==> config.mk <==
export PLATFORM = sky130hd
export DESIGN_NAME = alu_md
export DESIGN_NICKNAME = d
export VERILOG_FILES = /design/src/rtl/alu_md.sv
export SDC_FILE = /design/constraint.sdc
export NUM_CORES = 2
export LEC_CHECK = 0
export ABC_AREA = 0
export CORE_ASPECT_RATIO = 0.8
export CORE_UTILIZATION = 30
export DETAILED_ROUTE_END_ITERATION = 7
export PLACE_DENSITY = 0.44
export SLEW_MARGIN = 10
export SYNTH_ARGS = -nofsm -noshare
export SYNTH_HDL_FRONTEND = slang
export SYNTH_SLANG_ARGS = --single-unit
export TNS_END_PERCENT = 50
==> constraint.sdc <==
create_clock -name clk_i -period 10 [get_ports clk_i]
set_input_delay 1 -clock clk_i [delete_from_list [all_inputs] [get_ports clk_i]]
set_output_delay 1 -clock clk_i [all_outputs]
set_load 0.01 [all_outputs]
==> src/rtl/alu_md.sv <==
// Execute-stage integer unit: XLEN-bit ALU plus RV M-extension multiply/divide.
// Simple ops finish in one cycle; multiplies take MUL_LAT cycles, divides XLEN+1.
module alu_md #(
  parameter int  XLEN    = 32,
  parameter int  MUL_LAT = 2,
  localparam int SHW     = $clog2(XLEN)
) (
  input  logic            clk_i,
  input  logic            rst_i,
  input  logic            valid_i,
  output logic            ready_o,
  input  logic [4:0]      op_i,
  input  logic [XLEN-1:0] op1_i,
  input  logic [XLEN-1:0] op2_i,
  input  logic            flush_i,
  output logic            valid_o,
  output logic [XLEN-1:0] result_o,
  output logic            stall_o,
  output logic [1:0]      dbg_state_o
);

  localparam logic [1:0] ST_IDLE = 2'd0;
  localparam logic [1:0] ST_MUL  = 2'd1;
  localparam logic [1:0] ST_DIV  = 2'd2;

  localparam logic [4:0] OP_ADD  = 5'd0;
  localparam logic [4:0] OP_SUB  = 5'd1;
  localparam logic [4:0] OP_AND  = 5'd2;
  localparam logic [4:0] OP_OR   = 5'd3;
  localparam logic [4:0] OP_XOR  = 5'd4;
  localparam logic [4:0] OP_SLL  = 5'd5;
  localparam logic [4:0] OP_SRL  = 5'd6;
  localparam logic [4:0] OP_SRA  = 5'd7;
  localparam logic [4:0] OP_SLT  = 5'd8;
  localparam logic [4:0] OP_SLTU = 5'd9;
  localparam logic [4:0] OP_MUL  = 5'd16;
  localparam logic [4:0] OP_MULH = 5'd17;
  localparam logic [4:0] OP_MULHSU = 5'd18;
  localparam logic [4:0] OP_MULHU  = 5'd19;
  localparam logic [4:0] OP_DIV  = 5'd20;
  localparam logic [4:0] OP_DIVU = 5'd21;
  localparam logic [4:0] OP_REM  = 5'd22;
  localparam logic [4:0] OP_REMU = 5'd23;

  localparam int CW   = SHW + 1;
  localparam int NSTG = (MUL_LAT > 1) ? MUL_LAT - 1 : 1;
  localparam logic [XLEN-1:0] MOST_NEG = {1'b1, {(XLEN-1){1'b0}}};

  logic [1:0]      state_q, state_d;
  logic [CW-1:0]   cnt_q, cnt_d;
  logic            valid_q, valid_d;
  logic [XLEN-1:0] result_q, result_d;
  logic [XLEN-1:0] pipe_q [NSTG];
  logic [XLEN-1:0] pipe_d [NSTG];
  logic [XLEN-1:0] quo_q, quo_d, rem_q, rem_d, dvs_q, dvs_d;
  logic            q_neg_q, q_neg_d, r_neg_q, r_neg_d, is_rem_q, is_rem_d;

  // Handshake: an op transfers on a rising edge where valid_i & ready_o & ~flush_i;
  // ready_o is high only in IDLE, and valid_o is a one-cycle result strobe.
  logic accept;
  assign ready_o     = (state_q == ST_IDLE);
  assign stall_o     = ~ready_o;
  assign accept      = valid_i & ready_o & ~flush_i;
  assign valid_o     = valid_q;
  assign result_o    = result_q;
  assign dbg_state_o = state_q;

  logic is_mul, is_div, div_signed, div_zero, div_ovf;
  assign is_mul     = (op_i[4:2] == 3'b100);
  assign is_div     = (op_i[4:2] == 3'b101);
  assign div_signed = ~op_i[0];
  assign div_zero   = (op2_i == '0);
  assign div_ovf    = div_signed & (op1_i == MOST_NEG) & (op2_i == '1);

  // Full-width product: operands are extended to 2*XLEN per the op's signedness.
  logic              m_s1, m_s2;
  logic [2*XLEN-1:0] m_a, m_b, m_prod;
  logic [XLEN-1:0]   mul_res;
  always_comb begin
    m_s1    = (op_i[1:0] != 2'b11);
    m_s2    = ~op_i[1];
    m_a     = {{XLEN{m_s1 & op1_i[XLEN-1]}}, op1_i};
    m_b     = {{XLEN{m_s2 & op2_i[XLEN-1]}}, op2_i};
    m_prod  = m_a * m_b;
    mul_res = (op_i[1:0] == 2'b00) ? m_prod[XLEN-1:0] : m_prod[2*XLEN-1:XLEN];
  end

  logic [SHW-1:0]  shamt;
  logic [XLEN-1:0] imm_res;
  always_comb begin
    shamt   = op2_i[SHW-1:0];
    imm_res = '0;
    case (op_i)
      OP_ADD:  imm_res = op1_i + op2_i;
      OP_SUB:  imm_res = op1_i - op2_i;
      OP_AND:  imm_res = op1_i & op2_i;
      OP_OR:   imm_res = op1_i | op2_i;
      OP_XOR:  imm_res = op1_i ^ op2_i;
      OP_SLL:  imm_res = op1_i << shamt;
      OP_SRL:  imm_res = op1_i >> shamt;
      OP_SRA:  imm_res = $signed(op1_i) >>> shamt;
      OP_SLT:  imm_res = {{(XLEN-1){1'b0}}, $signed(op1_i) < $signed(op2_i)};
      OP_SLTU: imm_res = {{(XLEN-1){1'b0}}, op1_i < op2_i};
      OP_MUL, OP_MULH, OP_MULHSU, OP_MULHU: imm_res = mul_res;
      // Only reached for divide-by-zero or signed overflow.
      OP_DIV, OP_DIVU: imm_res = div_zero ? '1 : op1_i;
      OP_REM, OP_REMU: imm_res = div_zero ? op1_i : '0;
      default: imm_res = '0;
    endcase
  end

  logic [XLEN-1:0] d_mag1, d_mag2;
  logic [XLEN:0]   d_shift, d_diff;
  logic            d_qbit;
  logic [XLEN-1:0] quo_nx, rem_nx, q_fin, r_fin;
  always_comb begin
    d_mag1  = (div_signed & op1_i[XLEN-1]) ? -op1_i : op1_i;
    d_mag2  = (div_signed & op2_i[XLEN-1]) ? -op2_i : op2_i;
    d_shift = {rem_q, quo_q[XLEN-1]};
    d_diff  = d_shift - {1'b0, dvs_q};
    d_qbit  = ~d_diff[XLEN];
    rem_nx  = d_qbit ? d_diff[XLEN-1:0] : d_shift[XLEN-1:0];
    quo_nx  = {quo_q[XLEN-2:0], d_qbit};
    q_fin   = q_neg_q ? -quo_nx : quo_nx;
    r_fin   = r_neg_q ? -rem_nx : rem_nx;
  end

  always_comb begin
    state_d  = state_q;
    cnt_d    = cnt_q;
    valid_d  = 1'b0;
    result_d = result_q;
    quo_d    = quo_q;
    rem_d    = rem_q;
    dvs_d    = dvs_q;
    q_neg_d  = q_neg_q;
    r_neg_d  = r_neg_q;
    is_rem_d = is_rem_q;
    pipe_d[0] = mul_res;
    for (int i = 1; i < NSTG; i++) pipe_d[i] = pipe_q[i-1];
    case (state_q)
      ST_IDLE: begin
        if (accept) begin
          if (is_mul && (MUL_LAT > 1)) begin
            state_d = ST_MUL;
            cnt_d   = CW'(MUL_LAT - 1);
          end else if (is_div && !div_zero && !div_ovf) begin
            state_d  = ST_DIV;
            cnt_d    = CW'(XLEN);
            quo_d    = d_mag1;
            rem_d    = '0;
            dvs_d    = d_mag2;
            q_neg_d  = div_signed & (op1_i[XLEN-1] ^ op2_i[XLEN-1]);
            r_neg_d  = div_signed & op1_i[XLEN-1];
            is_rem_d = op_i[1];
          end else begin
            valid_d  = 1'b1;
            result_d = imm_res;
          end
        end
      end
      ST_MUL: begin
        if (flush_i) begin
          state_d = ST_IDLE;
        end else if (cnt_q == CW'(1)) begin
          state_d  = ST_IDLE;
          valid_d  = 1'b1;
          result_d = pipe_q[NSTG-1];
        end else begin
          cnt_d = cnt_q - CW'(1);
        end
      end
      ST_DIV: begin
        quo_d = quo_nx;
        rem_d = rem_nx;
        if (flush_i) begin
          state_d = ST_IDLE;
        end else if (cnt_q == CW'(1)) begin
          state_d  = ST_IDLE;
          valid_d  = 1'b1;
          result_d = is_rem_q ? r_fin : q_fin;
        end else begin
          cnt_d = cnt_q - CW'(1);
        end
      end
      default: state_d = ST_IDLE;
    endcase
  end

  always_ff @(posedge clk_i or posedge rst_i) begin
    if (rst_i) begin
      state_q  <= ST_IDLE;
      cnt_q    <= '0;
      valid_q  <= 1'b0;
      result_q <= '0;
      quo_q    <= '0;
      rem_q    <= '0;
      dvs_q    <= '0;
      q_neg_q  <= 1'b0;
      r_neg_q  <= 1'b0;
      is_rem_q <= 1'b0;
      for (int i = 0; i < NSTG; i++) pipe_q[i] <= '0;
    end else begin
      state_q  <= state_d;
      cnt_q    <= cnt_d;
      valid_q  <= valid_d;
      result_q <= result_d;
      quo_q    <= quo_d;
      rem_q    <= rem_d;
      dvs_q    <= dvs_d;
      q_neg_q  <= q_neg_d;
      r_neg_q  <= r_neg_d;
      is_rem_q <= is_rem_d;
      for (int i = 0; i < NSTG; i++) pipe_q[i] <= pipe_d[i];
    end
  end

endmodule

==> results.txt <==
----------------------------------------------------
[Status]
  Run status ... complete, no violations

[Synthesis]
  Area leader, netlist ... fa_1
  Post-Synthesis Mean Instance Area ... ~8.1 um^2
  Async SR Flop Fraction ... between 90% and 100%
  Most frequent cells after synthesis ... inv_1 (1258), fa_1 (1128), nand2_1 (1029), nor2_1 (718), o21ai_0 (409)
  Gate Count Post-Synth ... between 7000 and 8000
  Dominant register cell in the synthesized netlist ... dfrtp_1
  Cell variety after synth ... between 90 and 100
  Cell with the most instances after synthesis ... inv_1
  Most area-consuming cells after synthesis ... fa_1 (38%), inv_1 (8.0%), ha_1 (7.5%)
  Net count after synthesis ... between 8000 and 9000
  Yosys top cell area share ... about two fifths
  Sequential share of the synthesized area ... under 10%
  YS warnings ... 0
  Post-synth EDFFs ... 0
  Number of register bits inferred by synthesis ... 172
  Total standard cell area after synthesis ... 58710 um^2

[Drt]
  Detailed-router iteration count before antenna repair ... 6
  Post-DR wirelength/cell ... roughly 28 um
  DRC violation total after the first TritonRoute iteration ... 5860
  Detailed-route via count ... between 50000 and 60000
  Wire length reported by the detailed router ... 283.6 mm
  Via/cell ratio ... 5.393
  Total DRC errors in the routed layout ... 0
  Post-route antenna net violation count ... 0

[Clock tree]
  Number of H-tree levels ... 4
  Number of clock sinks ... roughly 170
  Count of hold-fix buffers inserted at cts ... 0
  Insertion delay to the later sink of the worst-skew pair ... about 0.52 ns
  Register clock-pin slew on the reported worst setup and hold paths ... 0.07 ns
  Clock Root Buffer ... clkbuf_16
  CTS buffer count ... 25
  Post-cts gate resize count ... 0
  TritonCTS clock tree ... yes
  Maximum root-to-sink buffer count ... 3
  Buffer count from post-CTS setup fixing ... 0

[Critical path]
  Biggest cell delay along the critical path ... approximately 0.53 ns
  Type of origin of the critical path ... input port
  Sum of buffers and inverters on the critical path ... 15
  Startpoint-to-endpoint class of the critical path ... in2reg
  Dominant cell type by count on the critical path ... fa_1
  Critical Path Slowest Stage Cell ... fa_1
  Type of destination of the critical path ... flip-flop
  Critical Path AT ... roughly 10 ns
  Data required time at the worst endpoint ... about 10 ns
  Cell family with the largest share of critical-path delay ... adder cells
  Max FO, Critical Path ... 15

[STA]
  Least-Margin Pin Slew ... 1.290 ns
  Max-slew headroom at the worst pin ... about an eighth
  Post-route fraction of the period consumed by the critical path ... between 90% and 100%
  Final Hold Fails ... 0
  Layout Skew ... about 0.027 ns
  Setup repair after global routing missed its margin ... no
  Number of failing setup endpoints in the final timing report ... 0
  Timing-limited maximum frequency ... 0.1032 GHz
  Minimum clock period after layout ... roughly 9.7 ns
  Final number of max-transition violations ... 0

[Worst hold path]
  Worst Hold Class ... reg2reg

[Die]
  Floorplan core area ... about 190000 um^2
  Die area ... 197500 um^2
  Starting utilization of the core area ... between 30% and 40%
  Height of the chip ... just under 400 um
  Horiz. Die Dim ... about 500 um
  Standard-cell rows ... 144
  Number of top-level design ports ... 110

[Finish]
  Post-layout util ... 34.11%
  Final net count ... 8941
  Fraction of layout cells with a size suffix above 1 ... 9.171%
  Area growth from synthesis to layout ... 12.44%

[Place]
  Sum of net half-perimeters after detailed placement ... 236.2 mm
  Count of buffers from port buffering ... about 110
  Final Wtd Congestion ... 1.038

[Global routing]
  Overall track demand over capacity in global routing ... ~29%
  Number of antenna violations at the first check in global routing ... 17
  Pin count of the biggest net entering global routing ... roughly 110
  Grt ovf ... 0
  Vias in the first global route ... 54000
  Global-route wire length before repair ... 404.5 mm

[Job]
  Max-cap violation count ... 0

----------------------------------------------------
-- cells by family (layout without fill, tap and decap cells) --
kind of cell	Yosys count	in the layout	synth area share, %
flops	172	172	7.332
compound gates	1314	1314	14.11
mux	140	140	2.824
simple gates	2162	2162	15.46
buf+inv	1735	1914	11.16
other cells	0	6	0
fa+ha+maj	1480	1480	45.97
xor+xnor	211	211	3.148
-- layout make-up --
type	count	area [um^2]
diodes	6	15.01
clock buffers	30	684.4
clock inverters	2	35.03
fillers	20610	127500
inverters	1278	4812
multi-input cells	5307	47940
flip-flops and latches	172	4304
well taps	2555	3197
repair buffers	604	5020
-- per-stage QoR --
stage / cells / instance area [um^2] / setup TNS [ns] / setup slack (ns) / hold WS, ns
floorplan: 7214 / 58740 / -0.01010 / -0.01010 / 0.4614
global placement: 9915 / 65250 / -0.8966 / -0.1999 / 0.4879
detailed placement: 9915 / 65250 / -2.425 / -0.4320 / 0.4875
CTS: 9947 / 65970 / 0 / 0.05972 / 0.5040
global route: 9949 / 66000 / 0 / 0.02221 / 0.5599
finish: 9954 / 66010 / 0 / 0.3131 / 0.4966
-- final timing paths --
check | startpoint | endpoint | slack, ns | depth (start not counted)
max | op2_i[9] | result_o[29] | 0.31 | 36
min | cnt_q[4] | cnt_q[4] | 0.50 | 2
max reg2reg | quo_q[31] | result_o[28] | 3.75 | 23
min reg2reg | cnt_q[4] | cnt_q[4] | 0.50 | 2
max in group asynchronous | rst_i | dvs_q[31] | 7.44 | 3
min in group asynchronous | rst_i | dvs_q[6] | 1.03 | 2
-- routing by layer --
| layer | vias to the layer above | wire length, um | track usage [%] | part of all wire (%) |
|---|---|---|---|---|
| met5 | - | 40 | 0 | 0.014 |
| met4 | 6 | 10640 | 8.801 | 3.8 |
| met3 | 333 | 24870 | 5.286 | 8.8 |
| met2 | 2453 | 120000 | 42.32 | 42 |
| met1 | 27670 | 128100 | 42.13 | 45 |
| li1 | 23220 | - | - | - |
-- registers in the layout (all words and copies together) (netlist names) --
| register | flops |
|---|---|
| dvs_q | 32 |
| pipe_q | 32 |
| quo_q | 32 |
| rem_q | 32 |
| result_o | 32 |
| cnt_q | 6 |
| dbg_state_o | 2 |
| is_rem_q | 1 |
| q_neg_q | 1 |
| r_neg_q | 1 |
| valid_o | 1 |
-- placed cells by master, fill, tap and decap left out, drive strengths merged, types with 18 or more instances in the layout --
cell / netlist / routed
mux2: 19 / 19
o22ai: 20 / 20
a21oi: 358 / 358
xor2: 59 / 59
nor3: 81 / 81
fa: 1128 / 1128
a221oi: 30 / 30
a21o: 60 / 60
buf: 116 / 542
a31oi: 34 / 34
dfrtp: 172 / 172
or4: 20 / 20
a22oi: 23 / 23
mux2i: 103 / 103
and3: 30 / 30
nor4: 26 / 26
clkdlybuf4s50: 0 / 59
xnor2: 152 / 152
nand2b: 38 / 38
and2: 30 / 30
clkbuf: 341 / 31
nand2: 1030 / 1030
or3: 35 / 35
o211ai: 43 / 43
nand3: 58 / 58
o21bai: 25 / 25
nand4: 39 / 39
a211oi: 34 / 34
nor2b: 21 / 21
mux4: 18 / 18
ha: 352 / 352
o31ai: 41 / 41
o21a: 26 / 26
inv: 1265 / 1263
o221ai: 21 / 21
nor2: 719 / 719
o21ai: 413 / 413
-- worst reg2reg max path, stage by stage (launching register included) --
cell,delay (ns)
dfrtp_1,0.37
inv_1,0.07
ha_1,0.21
inv_1,0.07
fa_1,0.23
a211oi_1,0.11
o21a_1,0.20
o21a_2,0.31
or4_4,0.60
a21oi_4,0.25
mux2_4,0.43
nand2_2,0.17
mux2i_1,0.39
ha_1,0.28
inv_1,0.08
nor4_1,0.37
nor3b_1,0.24
mux2i_1,0.16
buf_4,0.23
or3_4,0.42
o41ai_4,0.30
xnor2_1,0.13
a222oi_1,0.37
o211ai_1,0.12
Power is left out: the tool's default activity adds up to more than one toggle a clock period on the data nets, which glitch-free logic cannot reach.
